## config.mk

```make
export PLATFORM = sky130hd
export DESIGN_NAME = matrix_link_ctrl
export DESIGN_NICKNAME = d
export VERILOG_FILES = /design/src/rtl/matrix_pkg.sv /design/src/rtl/matrix_index_counter.sv /design/src/rtl/matrix_link_ctrl.sv
export SDC_FILE = /design/constraint.sdc
export NUM_CORES = 1
export LEC_CHECK = 0
export CAP_MARGIN = 0
export CORE_AREA = 2 2 260 262
export DETAILED_ROUTE_END_ITERATION = 8
export DIE_AREA = 0 0 262 264
export GPL_ROUTABILITY_DRIVEN = 0
export PLACE_DENSITY = 0.64
export SYNTH_ARGS = -nofsm -noshare
export SYNTH_HDL_FRONTEND = slang
export SYNTH_SLANG_ARGS = --single-unit
```

## constraint.sdc

```tcl
create_clock -name clock -period 4 [get_ports clock]
set_clock_uncertainty 0.05 [all_clocks]
set_input_delay 1 -clock clock [delete_from_list [all_inputs] [get_ports clock]]
set_output_delay 1 -clock clock [all_outputs]
set_load 0.01 [all_outputs]
```

## src/rtl/matrix_pkg.sv

```systemverilog
// -----------------------------------------------------------------------------
// matrix_pkg
// Shared definitions for the byte-serial matrix ALU front end:
//   - geometry of the flattened operand/result buses (MAX_DIM, ELEM_W, FLAT_W)
//   - ALU opcode encodings OP_NOP .. OP_DET
//   - controller state enumeration
//   - idx(r,c): bit offset of element (r,c) inside a flattened bus
// -----------------------------------------------------------------------------
package matrix_pkg;

    localparam int MAX_DIM = 5;
    localparam int ELEM_W  = 8;
    localparam int FLAT_W  = MAX_DIM * MAX_DIM * ELEM_W;   // 200

    localparam logic [2:0] OP_NOP = 3'b000;
    localparam logic [2:0] OP_ADD = 3'b001;
    localparam logic [2:0] OP_SUB = 3'b010;
    localparam logic [2:0] OP_MUL = 3'b011;
    localparam logic [2:0] OP_OPP = 3'b100;
    localparam logic [2:0] OP_TRN = 3'b101;
    localparam logic [2:0] OP_SCL = 3'b110;
    localparam logic [2:0] OP_DET = 3'b111;

    typedef enum logic [2:0] {
        ST_IDLE    = 3'd0,
        ST_LOAD_A  = 3'd1,
        ST_LOAD_B  = 3'd2,
        ST_EXEC    = 3'd3,
        ST_CAPTURE = 3'd4,
        ST_UNLOAD  = 3'd5
    } state_t;

    // Row stride is always MAX_DIM, independent of the active matrix size.
    function automatic int idx(input logic [2:0] r, input logic [2:0] c);
        return (int'(r) * MAX_DIM + int'(c)) * ELEM_W;
    endfunction

endpackage

```

## src/rtl/matrix_index_counter.sv

```systemverilog
// -----------------------------------------------------------------------------
// matrix_index_counter
// Row/column walker over an n x n matrix in row-major order. Shared by the
// load path (writing operand slots) and the unload path (reading result slots).
//
// Ports:
//   clock, reset      rising-edge clock, synchronous active-high reset
//   size              active dimension n (2..5)
//   clear             return to (0,0); has priority over step
//   step              advance one element; column wraps at n-1 and bumps row
//   row, col          current element position
//   last              high while the position is (n-1, n-1)
// -----------------------------------------------------------------------------
module matrix_index_counter
    import matrix_pkg::*;
(
    input  logic       clock,
    input  logic       reset,
    input  logic [2:0] size,
    input  logic       clear,
    input  logic       step,
    output logic [2:0] row,
    output logic [2:0] col,
    output logic       last
);

    logic [2:0] row_reg;
    logic [2:0] col_reg;
    logic [2:0] size_m1;

    assign size_m1 = size - 3'd1;
    assign last    = (row_reg == size_m1) && (col_reg == size_m1);
    assign row     = row_reg;
    assign col     = col_reg;

    always_ff @(posedge clock) begin
        if (reset || clear) begin
            row_reg <= 3'd0;
            col_reg <= 3'd0;
        end else if (step) begin
            if (col_reg == size_m1) begin
                col_reg <= 3'd0;
                // Wrapping the row as well keeps the walker in range if it is
                // stepped past the final element before being cleared.
                row_reg <= last ? 3'd0 : row_reg + 3'd1;
            end else begin
                col_reg <= col_reg + 3'd1;
            end
        end
    end

endmodule

```

## src/rtl/matrix_link_ctrl.sv

```systemverilog
// -----------------------------------------------------------------------------
// matrix_link_ctrl
// Byte-serial front end for the matrix ALU. Takes a command, streams operand A
// (and B for add/sub/mul) into the 200-bit flattened buses, holds the opcode on
// the ALU until done, captures the result and streams it back byte by byte.
//
// Build option: define MATRIX_LINK_TIMEOUT_EN to abort EXEC after
// TIMEOUT_CYCLES without done, answering with the error response.
//
// Ports:
//   clock, reset                 clock / synchronous active-high reset
//   cmd_valid/ready, cmd_opcode, cmd_size, cmd_scalar   command channel
//   in_valid/ready, in_data      operand element stream (row-major)
//   out_valid/ready, out_data, out_last, out_ovf, out_err  result stream
//   A_flat, B_flat, opcode, scalar, matrix_size          operands to ALU
//   C_flat, number, overflow_flag, done                  results from ALU
//   busy                         high whenever not IDLE
// -----------------------------------------------------------------------------
module matrix_link_ctrl
    import matrix_pkg::*;
#(
    parameter int SETTLE_CYCLES  = 1,
    parameter int TIMEOUT_CYCLES = 64
) (
    input  logic              clock,
    input  logic              reset,
    input  logic              cmd_valid,
    output logic              cmd_ready,
    input  logic [2:0]        cmd_opcode,
    input  logic [2:0]        cmd_size,
    input  logic [ELEM_W-1:0] cmd_scalar,
    input  logic              in_valid,
    output logic              in_ready,
    input  logic [ELEM_W-1:0] in_data,
    output logic              out_valid,
    input  logic              out_ready,
    output logic [ELEM_W-1:0] out_data,
    output logic              out_last,
    output logic              out_ovf,
    output logic              out_err,
    output logic [FLAT_W-1:0] A_flat,
    output logic [FLAT_W-1:0] B_flat,
    output logic [2:0]        opcode,
    output logic [ELEM_W-1:0] scalar,
    output logic [2:0]        matrix_size,
    input  logic [FLAT_W-1:0] C_flat,
    input  logic [ELEM_W-1:0] number,
    input  logic              overflow_flag,
    input  logic              done,
    output logic              busy
);

    localparam int NUM_SLOTS = MAX_DIM * MAX_DIM;
    localparam int CNT_MAX   = (SETTLE_CYCLES > TIMEOUT_CYCLES) ? SETTLE_CYCLES : TIMEOUT_CYCLES;
    localparam int CNT_W     = $clog2(CNT_MAX + 2);

    state_t state_reg;
    state_t state_next;

    // Latched command and captured result
    logic [2:0]        op_reg;
    logic [2:0]        size_reg;
    logic [ELEM_W-1:0] scalar_reg;
    logic              err_reg;
    logic              ovf_reg;
    logic [ELEM_W-1:0] number_reg;
    logic [FLAT_W-1:0] c_reg;
    logic [CNT_W-1:0]  exec_cnt_reg;

    // Control strobes from the next-state logic
    logic accept_cmd;
    logic cmd_bad;
    logic load_beat;
    logic capture;
    logic exec_timeout;
    logic cnt_clear;
    logic cnt_step;

    logic [2:0] cnt_row;
    logic [2:0] cnt_col;
    logic       cnt_last;
    logic [4:0] slot_idx;
    logic       two_op;
    logic       settle_ok;
    logic       resp_last;
    logic [ELEM_W-1:0] c_slot [NUM_SLOTS];
    logic [ELEM_W-1:0] resp_byte;

    matrix_index_counter u_index (
        .clock (clock),
        .reset (reset),
        .size  (size_reg),
        .clear (cnt_clear),
        .step  (cnt_step),
        .row   (cnt_row),
        .col   (cnt_col),
        .last  (cnt_last)
    );

    assign slot_idx  = 5'(cnt_row) * 5'(MAX_DIM) + 5'(cnt_col);
    assign two_op    = (op_reg == OP_ADD) || (op_reg == OP_SUB) || (op_reg == OP_MUL);
    assign cmd_bad   = (cmd_opcode == OP_NOP) || (cmd_size < 3'd2) || (cmd_size > 3'(MAX_DIM));
    // exec_cnt_reg counts completed EXEC cycles; +1 includes the current one.
    assign settle_ok = (int'(exec_cnt_reg) + 1) >= SETTLE_CYCLES;

`ifdef MATRIX_LINK_TIMEOUT_EN
    logic timeout_hit;
    assign timeout_hit = (int'(exec_cnt_reg) + 1) >= TIMEOUT_CYCLES;
`endif

    // Error and determinant responses are a single byte.
    assign resp_last = err_reg || (op_reg == OP_DET) || cnt_last;

    // ------------------------------------------------------------------
    // Next-state and strobes
    // ------------------------------------------------------------------
    always_comb begin
        state_next   = state_reg;
        accept_cmd   = 1'b0;
        load_beat    = 1'b0;
        capture      = 1'b0;
        exec_timeout = 1'b0;
        cnt_clear    = 1'b0;
        cnt_step     = 1'b0;

        case (state_reg)
            ST_IDLE: begin
                cnt_clear = 1'b1;
                if (cmd_valid) begin
                    accept_cmd = 1'b1;
                    state_next = cmd_bad ? ST_UNLOAD : ST_LOAD_A;
                end
            end
            ST_LOAD_A: begin
                if (in_valid) begin
                    load_beat = 1'b1;
                    cnt_step  = 1'b1;
                    if (cnt_last) begin
                        cnt_clear  = 1'b1;
                        state_next = two_op ? ST_LOAD_B : ST_EXEC;
                    end
                end
            end
            ST_LOAD_B: begin
                if (in_valid) begin
                    load_beat = 1'b1;
                    cnt_step  = 1'b1;
                    if (cnt_last) begin
                        cnt_clear  = 1'b1;
                        state_next = ST_EXEC;
                    end
                end
            end
            ST_EXEC: begin
                if (done && settle_ok) begin
                    state_next = ST_CAPTURE;
                end
`ifdef MATRIX_LINK_TIMEOUT_EN
                else if (timeout_hit) begin
                    exec_timeout = 1'b1;
                    state_next   = ST_UNLOAD;
                end
`endif
            end
            ST_CAPTURE: begin
                capture    = 1'b1;
                cnt_clear  = 1'b1;
                state_next = ST_UNLOAD;
            end
            ST_UNLOAD: begin
                if (out_ready) begin
                    cnt_step = 1'b1;
                    if (resp_last) begin
                        state_next = ST_IDLE;
                    end
                end
            end
            default: begin
                state_next = ST_IDLE;
            end
        endcase
    end

    always_ff @(posedge clock) begin
        if (reset) begin
            state_reg <= ST_IDLE;
        end else begin
            state_reg <= state_next;
        end
    end

    // ------------------------------------------------------------------
    // Command latch, result capture, EXEC cycle counter
    // ------------------------------------------------------------------
    always_ff @(posedge clock) begin
        if (reset) begin
            op_reg       <= OP_NOP;
            size_reg     <= 3'd0;
            scalar_reg   <= '0;
            err_reg      <= 1'b0;
            ovf_reg      <= 1'b0;
            number_reg   <= '0;
            c_reg        <= '0;
            exec_cnt_reg <= '0;
        end else begin
            if (accept_cmd) begin
                op_reg     <= cmd_opcode;
                size_reg   <= cmd_size;
                scalar_reg <= cmd_scalar;
                err_reg    <= cmd_bad;
                ovf_reg    <= 1'b0;
            end
            if (capture) begin
                c_reg      <= C_flat;
                number_reg <= number;
                ovf_reg    <= overflow_flag;
            end
            if (exec_timeout) begin
                err_reg <= 1'b1;
                ovf_reg <= 1'b0;
            end
            if (state_reg != ST_EXEC) begin
                exec_cnt_reg <= '0;
            end else if (exec_cnt_reg != '1) begin
                exec_cnt_reg <= exec_cnt_reg + CNT_W'(1);
            end
        end
    end

    // ------------------------------------------------------------------
    // Operand slots: one register pair per (r,c) position. Every command
    // zeroes all slots so positions outside the active n x n stay 0.
    // ------------------------------------------------------------------
    for (genvar gi = 0; gi < NUM_SLOTS; gi++) begin : g_slot
        localparam int OFS = idx(3'(gi / MAX_DIM), 3'(gi % MAX_DIM));
        logic [ELEM_W-1:0] a_slot_reg;
        logic [ELEM_W-1:0] b_slot_reg;
        logic              hit;

        assign hit = (slot_idx == 5'(gi));

        always_ff @(posedge clock) begin
            if (reset || accept_cmd) begin
                a_slot_reg <= '0;
                b_slot_reg <= '0;
            end else if (load_beat && hit) begin
                if (state_reg == ST_LOAD_A) begin
                    a_slot_reg <= in_data;
                end else begin
                    b_slot_reg <= in_data;
                end
            end
        end

        assign A_flat[OFS +: ELEM_W] = a_slot_reg;
        assign B_flat[OFS +: ELEM_W] = b_slot_reg;
        assign c_slot[gi]            = c_reg[OFS +: ELEM_W];
    end

    // ------------------------------------------------------------------
    // Response byte. Selected purely from registered state, so it cannot
    // change while the consumer stalls.
    // ------------------------------------------------------------------
    always_comb begin
        resp_byte = '0;
        if (err_reg) begin
            resp_byte = '0;
        end else if (op_reg == OP_DET) begin
            resp_byte = number_reg;
        end else if (slot_idx < 5'(NUM_SLOTS)) begin
            resp_byte = c_slot[slot_idx];
        end
    end

    assign cmd_ready   = (state_reg == ST_IDLE);
    assign in_ready    = (state_reg == ST_LOAD_A) || (state_reg == ST_LOAD_B);
    assign busy        = (state_reg != ST_IDLE);
    assign out_valid   = (state_reg == ST_UNLOAD);
    assign out_data    = out_valid ? resp_byte : '0;
    assign out_last    = out_valid && resp_last;
    assign out_ovf     = out_valid && ovf_reg;
    assign out_err     = out_valid && err_reg;
    assign opcode      = (state_reg == ST_EXEC) ? op_reg : OP_NOP;
    assign scalar      = scalar_reg;
    assign matrix_size = size_reg;

endmodule
```

== Yosys cells after proc, flatten, opt, wreduce, memory -nomap -nowiden ==
Index checks and enable logic that the tools add are counted.
Word-level totals
  register bits after elaboration: 640
  output and inout bits: 429
  word-level logic and storage cells: 252
Operators by class
  bitwise logic cells: 2
  reductions and logical operators: 99
  $lt $le $gt $ge: 5
  $add $sub $neg: 6
  multipliers: 1
  equal/unequal tests: 45
  mux-type cells: 33
Operator list (number)
  AND reduction 2 bit: 51
  two-way mux 8 bit: 6
  == test 5 bit, second input constant: 9
  binary-select mux 8 bit (select 5 bit): 1
  == test 5 x 4 -> 1 bit, second input constant: 8
  two-way mux 3 bit: 12
  logical AND 1 bit: 30
  == test 5 x 3 -> 1 bit, second input constant: 4
  case mux 3 bit (6 select lines): 1
  == test 3 x 2 -> 1 bit, second input constant: 4
  inequality test 2 bit, second input constant: 6
  two-way mux 1 bit: 11
  == test 5 x 2 -> 1 bit, second input constant: 2
  == test 3 bit, second input constant: 3
  logical OR 1 bit: 9
  adder 7 x 1 -> 8 bit, second input constant: 1
  >= comparator 8 x 1 -> 1 bit, second input constant: 1
  AND reduction 8 bit: 1
  adder 7 x 1 -> 7 bit, second input constant: 1
  inequality test 7 bit, second input constant: 1
  adder 3 x 1 -> 3 bit, second input constant: 2
  == test 3 x 1 -> 1 bit, second input constant: 2
  == test 3 bit: 2
  >= comparator 6 bit, second input constant: 1
  17 further kinds: 22

== Logic depth before layout (Yosys ltp) ==
  word-level depth: 10
  depth in mapped cells: 11

== By module ==
Synthesis repeated with hierarchy kept, for this count alone.
Unflattened totals
  cell total of the unflattened synthesis: 2724
  area, all modules: 25559.5 µm²
By module, submodules not included
  matrix_link_ctrl: area each 25127.8 µm², cells each 2685, instances 1, sequential area each 12692.2 µm²
  matrix_index_counter: area each 431.7 µm², cells each 39, instances 1, sequential area each 120.1 µm²

== Worst setup path before layout ==
OpenSTA, ideal clock, no wires.
  kind: reg2out
  start: register u_index.row_reg[2], in the netlist u_index.row[2]
  end: output port out_data[6]
  buffers on the path: 2
  required time: 2.950 ns
  setup slack: -0.034 ns
  cell stages (with the launch flop): 11
  arrival: 2.984 ns
  path through: dfxtp_1 > ha_1 > ha_1 > fa_1 > buf_2 > clkbuf_1 > mux4_2 > inv_1 > a2111oi_0 > a21oi_1 > o211ai_1
Between the ends
  cells in the longest elaborated chain, start to end: 10
  elaborated cells between the ends (all ways): 11
  classes of those cells: add/sub: 1; mul: 1; order compare: 1; mux: 7; bitwise: 1
Ends and longest elaborated chain
  start: declaration: line matrix_index_counter.sv:27  | logic [2:0] row_reg;
  start signal: assignment: line matrix_index_counter.sv:45  | row_reg <= last ? 3'd0 : row_reg + 3'd1;
  multiplier 3 x 3 -> 5 bit *: line matrix_link_ctrl.sv:100  | assign slot_idx = 5'(cnt_row) * 5'(MAX_DIM) + 5'(cnt_col);
  adder 5 x 3 -> 5 bit *: line matrix_link_ctrl.sv:100
  NOT 5 -> 6 bit (implied by the code): line matrix_link_ctrl.sv:271  | resp_byte = c_slot[slot_idx];
  binary-select mux 8 bit (select 5 bit): line matrix_link_ctrl.sv:271
  two-way mux 8 bit (implied by the code) (2 in series): line matrix_link_ctrl.sv:271
  two-way mux 8 bit *: line matrix_link_ctrl.sv:270  | end else if (slot_idx < 5'(NUM_SLOTS)) begin
  two-way mux 8 bit *: line matrix_link_ctrl.sv:268  | end else if (op_reg == OP_DET) begin
  two-way mux 8 bit *: line matrix_link_ctrl.sv:266  | if (err_reg) begin
  two-way mux 8 bit *: line matrix_link_ctrl.sv:279  | assign out_data = out_valid ? resp_byte : '0;
  end: declaration: line matrix_link_ctrl.sv:37  | output logic [ELEM_W-1:0] out_data,
Every way passes the cells marked *; elsewhere a longest branch is shown, timed or not. The select of a mux whose other input is x is not followed.

== Final worst setup path ==
  start: register u_index.row_reg[0], in the netlist u_index.row[0]
  end: output port out_data[6]
Same word-level chain as after synthesis.

==> run summary <==
outcome -> complete, but fails checks
failing checks -> setup timing
most frequent cell after synthesis -> nand2_1
Crit. End Element -> output pin
Die Footprint -> 69,170 um^2
Worst Hold Class -> reg2reg
Final Critical Period -> 4.511 ns
synth cell count leaders -> nand2_1 (743), dfxtp_1 (640), o21ai_0 (343)
RSZ-0062 raised after global routing -> true
syn nets -> 3,064
pwr dens -> 492.8 nW/um^2
switch share -> 30.95%
fin cells -> 4,385
Seq/Total Area, Yosys -> 53.03%
first-pass GRT wire length -> 130.4 mm
clk root buf -> clkbuf_16
Critical Path RT -> 2.95 ns
Yosys Warn Count -> 0
Peak VDD IR -> 375.5 uV
Inserted Clock Buffers -> 70
post-layout util -> 52.48%
Yosys top cell by area -> dfxtp_1
port bufs -> 665
number of synthesized flops with an enable pin -> 0
Yosys reg bits -> 640
reg2reg setup slack -> 0.38 ns
DP HPWL -> 64.76 mm
critical path class -> reg2out
Clk pin slew, worst setup/hold paths -> 0.06 ns
Crit path arrival time -> 3.46 ns
Avg Inst Size Synth -> 8.588 um^2
Rows -> 95
MaxCap Viol Count -> 0
Max FO, Critical Path -> 4
Worst Tran Pin Value -> 0.9685 ns
gr usage total -> 24.77%
sequential share of power -> 41.7%
pin count of the biggest net entering global routing -> 127
final slew viol count -> 0
Int Pwr -> 11.89 mW
I/O pins -> 666
post-synthesis cell type count -> 52
fmax -> 221.7 MHz
Final nets -> 3,706
cells on worst reg2reg path -> 12
period utilization -> 112.8%
r2r endpoint -> g_slot[20].a_slot_reg[6]$_SDFFE_PP0P_
worst-skew pair later-pin latency -> 0.60 ns
drt pass-1 iters -> 5
total routed wirelength -> 89.18 mm
CP Launch Type -> register
vias in the first global route -> 20,550
NetSw -> 5.328 mW
vias per cell -> 5.064
GRT Residual Overflow -> 0
top-area cell type share of the netlist area -> 53.03%
core area -> 66,560 um^2
initial core utilization -> 36.30%
Max clock buf depth -> 3
Slew HR -> 35.08%
Final WS setup -> -0.5107 ns
Final Hold Viols -> 0
# placed instances -> 4,248
ANT nets after route -> 0
setup_tns -> -3.794 ns
Die Y -> 264 um
Synth Flop Type -> dfxtp_1
P_leak -> 11.86 nW
Worst R2R Start -> u_index.row[0]$_SDFFE_PP0P_
synth top area cells -> dfxtp_1 (53%), nand2_1 (12%), o21ai_0 (7.1%), nand3_1 (5.8%), a21oi_1 (5.0%)
Async SR Flop Fraction -> 0%
Setup crit start -> u_index.row[0]$_SDFFE_PP0P_
WHS -> 0.3980 ns
combinational share of power -> 20.7%
CTS tree -> built
Remaining DRCs -> 0
antenna violations before repair -> 6
chip width -> 262 um
# clock sinks -> 640
CP endpoint -> out_data[6]
Post-Synthesis Cells -> 2,813
via count -> 22,210
H-tree levels -> 3
final setup fails -> 8
CTS Hold Bufs -> 0
clock power share -> 37.7%
Area growth syn-to-layout -> 44.60%
Cell Area, Synth -> 24,160 um^2
WL/cell -> 20.34 um
number of DRC markers in iteration 0 -> 1,698
layout cells sized above 1 -> 10.86%
## per-layer routing
layer	part of all wire, %	up-vias	global-route usage, %
met5	0.040	-	0
met4	3.2	6	9.146
met3	6.4	148	4.452
met2	50	797	43.05
met1	41	10370	30.39
li1	-	10880	-
## layout by cell type (no fill, tap or decap), drive strengths merged, types with 2 or more instances in the layout
master	netlist	layout
clkinv	0	9
o22ai	3	3
xnor2	11	11
ha	13	13
a2111oi	8	8
and2	4	4
o211ai	10	10
a22oi	2	2
inv	20	27
diode	0	3
nand2	746	746
clkbuf	181	103
clkdlybuf4s50	0	655
a31oi	3	3
nor2b	18	18
mux2i	69	69
nor3	21	21
buf	53	148
nand3b	3	3
and3	11	11
xor2	5	5
nor3b	5	5
bufinv	0	3
dfxtp	640	640
nand2b	2	2
mux4	48	48
nand3	280	280
nand4	4	4
nor4	2	2
a211oi	17	17
o21ai	343	343
a21oi	239	239
nor2	37	37
clkinvlp	0	4
## metrics by stage
stage	cell area (um^2)	setup WS [ns]	power, mW
floorplan	24160	0.01925	9.192
global placement	32220	-0.8003	10.72
detailed placement	32220	-0.7924	10.73
CTS	34880	-0.5391	17.32
global route	34930	-0.6177	17.92
finish	34930	-0.5107	17.22
## area by class of cell
cell class	count	area (um^2)
inverters	20	75.07
well taps	873	1092
clock buffers	103	2036
repair buffers	804	7869
flip-flops and latches	640	12820
diodes	3	7.507
fillers	6282	31630
multi-input cells	1919	10760
clock inverters	23	275.3
## how the worst min path moves through the flow
stage	from	end	slack [ns]	cells past startpoint
floorplan	c_reg[128]$_SDFFE_PP0P_	c_reg[128]$_SDFFE_PP0P_	0.38	2
global placement	c_reg[115]$_SDFFE_PP0P_	c_reg[115]$_SDFFE_PP0P_	0.39	2
detailed placement	c_reg[134]$_SDFFE_PP0P_	c_reg[134]$_SDFFE_PP0P_	0.39	2
CTS	c_reg[134]$_SDFFE_PP0P_	c_reg[134]$_SDFFE_PP0P_	0.40	2
global route	g_slot[14].b_slot_reg[3]$_SDFFE_PP0P_	g_slot[14].b_slot_reg[3]$_SDFFE_PP0P_	0.42	2
finish	c_reg[134]$_SDFFE_PP0P_	c_reg[134]$_SDFFE_PP0P_	0.40	2
## what timing repair did
| action | CTS | global route |
|---|---|---|
| hold endpoints to repair | 0 | 0 |
| setup endpoints to repair | 9 | 8 |
| setup buffers | 12 | 1 |
| gates resized for setup | 98 | 7 |
| pin swaps | 23 | 10 |
## power by group through the flow
stage	combinational, mW	clock, mW	sequential (mW)
2_1_floorplan	2.03	0	7.16
3_3_place_gp	3.42	0	7.30
3_5_place_dp	3.43	0	7.30
4_1_cts	3.54	6.61	7.17
5_1_grt	3.86	6.84	7.21
6_report	3.56	6.48	7.18
## critical path: stages, from the launching register on
cell	delay [ns]
dfxtp_2	0.34
buf_6	0.12
ha_4	0.16
ha_4	0.16
fa_2	0.64
buf_6	0.13
buf_6	0.10
mux4_2	0.18
inv_2	0.04
a2111oi_4	0.39
a21oi_4	0.07
o211ai_1	0.31
buf_2	0.20
## cell families (layout without fill, tap and decap cells)
logic type	after synthesis	after routing	share of synthesized area, %
buf+inv	254	950	4.128
other cells	0	3	0
fa+ha+maj	14	14	0.7561
simple gates	1137	1137	20.40
mux	118	118	7.380
xor+xnor	16	16	0.5800
flops	640	640	53.03
compound gates	634	634	13.72
No activity file was read; power rests on OpenSTA's default activity.
==> edit, RTL diff (config.mk and constraints unchanged) <==
The option `MATRIX_LINK_TIMEOUT_EN` is turned on by a define.
--- a/src/rtl/matrix_link_ctrl.sv
+++ b/src/rtl/matrix_link_ctrl.sv
@@ -16,6 +16,8 @@
 //   C_flat, number, overflow_flag, done                  results from ALU
 //   busy                         high whenever not IDLE
 // -----------------------------------------------------------------------------
+`define MATRIX_LINK_TIMEOUT_EN
+
 module matrix_link_ctrl
     import matrix_pkg::*;
 #(
Function: no difference found for any inputs over 4 cycles, from zero or initial values and one cycle with reset high; that may be too few to reach the edited logic, so the function may still have changed.
==> edit against the unedited design <==
- the flow still finishes with violations (setup timing)
- final area is 8.4% higher
- clock power grew 4.6%
- first-iteration DRC count is 100% higher
- wire length increased by 27%
- area after synthesis rose by 15%
- cell count grew 4.4%
- worst hold slack gained 0.0044 ns
- total power shrank 5.3%
- worst setup slack better by 0.23 ns
- sequential cell count unchanged
- critical endpoint is now out_data[2]
- largest cell class is now multi-input combinational cells
==> edit: results (changes against the unedited design) <==
* Post-synth top cells: dfxtp_1 (640), a21oi_1 (634), nand2_1 (471)
* Status: finished, violations left
* # nets final at 3,902 (+5.3%)
* Metal1 wirelength at 44,000 um (+21%)
* Worst Reg-to-Reg Cells at 11 (-1)
* Vias per Instance at 6.20 (+22%)
* PostCTS Resize Cnt at 74 (-24%)
* Hold path start: c_reg[153]$_SDFFE_PP0P_
* Final setup TNS at -1.97 ns (+1.83 ns)
* Worst-margin pin slew at 1.04 ns (+0.0711 ns)
* Share of layout cells above drive strength 1 at 0.104 (-0.00434)
* Hold EP: c_reg[153]$_SDFFE_PP0P_
* Largest net degree at the start of global routing at 227 (+79%)
* R2R Setup Slk at 0.18 ns (-0.20 ns)
* Met3 usage at 0.0594 (+0.0149)
* Final setup fails at 8 (unchanged)
* Sequential share of power at 0.421 (+0.004)
* Initial antenna violation count at 3 (-3)
* Slowest stage delay, CP at 0.59 ns (-0.05 ns)
* Reg-to-reg endpoint: g_slot[11].a_slot_reg[2]$_SDFFE_PP0P_
* Met3 Wirelength at 9720 um (+72%)
* Failing checks: setup timing
* Unique masters post-synth at 56 (+7.7%)
* DRC violation total after the first TritonRoute iteration at 3,478 (+100%)
* Setup ws final at -0.280 ns (+0.231 ns)
* Data arrival time of the critical path at 3.23 ns (-0.23 ns)
* Grt met2 use at 0.508 (+0.0770)
edit: metrics by stage:
step                      power (mW)  utilization  cell area (sq um)  cells  hold WS [ns]
after floorplan                 8.52            -              27800   3225         0.381
after global placement          9.53        0.527              35100   4438         0.390
after detailed placement        9.58        0.527              35100   4438         0.397
after CTS                       16.3        0.567              37800   4574         0.404
after global routing            16.8        0.569              37900   4579         0.419
final                           16.3        0.569              37900   4579         0.402
edit: cell families after synthesis:
group	share of synthesized area
compound gates	0.233
xor+xnor	0.00703
fa+ha+maj	0.00658
buf+inv	0.0699
flops	0.461
mux	0.0494
simple gates	0.172
edit: cell type report:
| class | instances | area (sq um) |
|---|---|---|
| clock inverters | 19 | 304 |
| diodes | 3 | 7.51 |
| well taps | 873 | 1090 |
| fillers | 5766 | 28700 |
| flip-flops and latches | 640 | 12800 |
| repair buffers | 795 | 8040 |
| multi-input cells | 2133 | 13500 |
| inverters | 10 | 37.5 |
| clock buffers | 106 | 2080 |
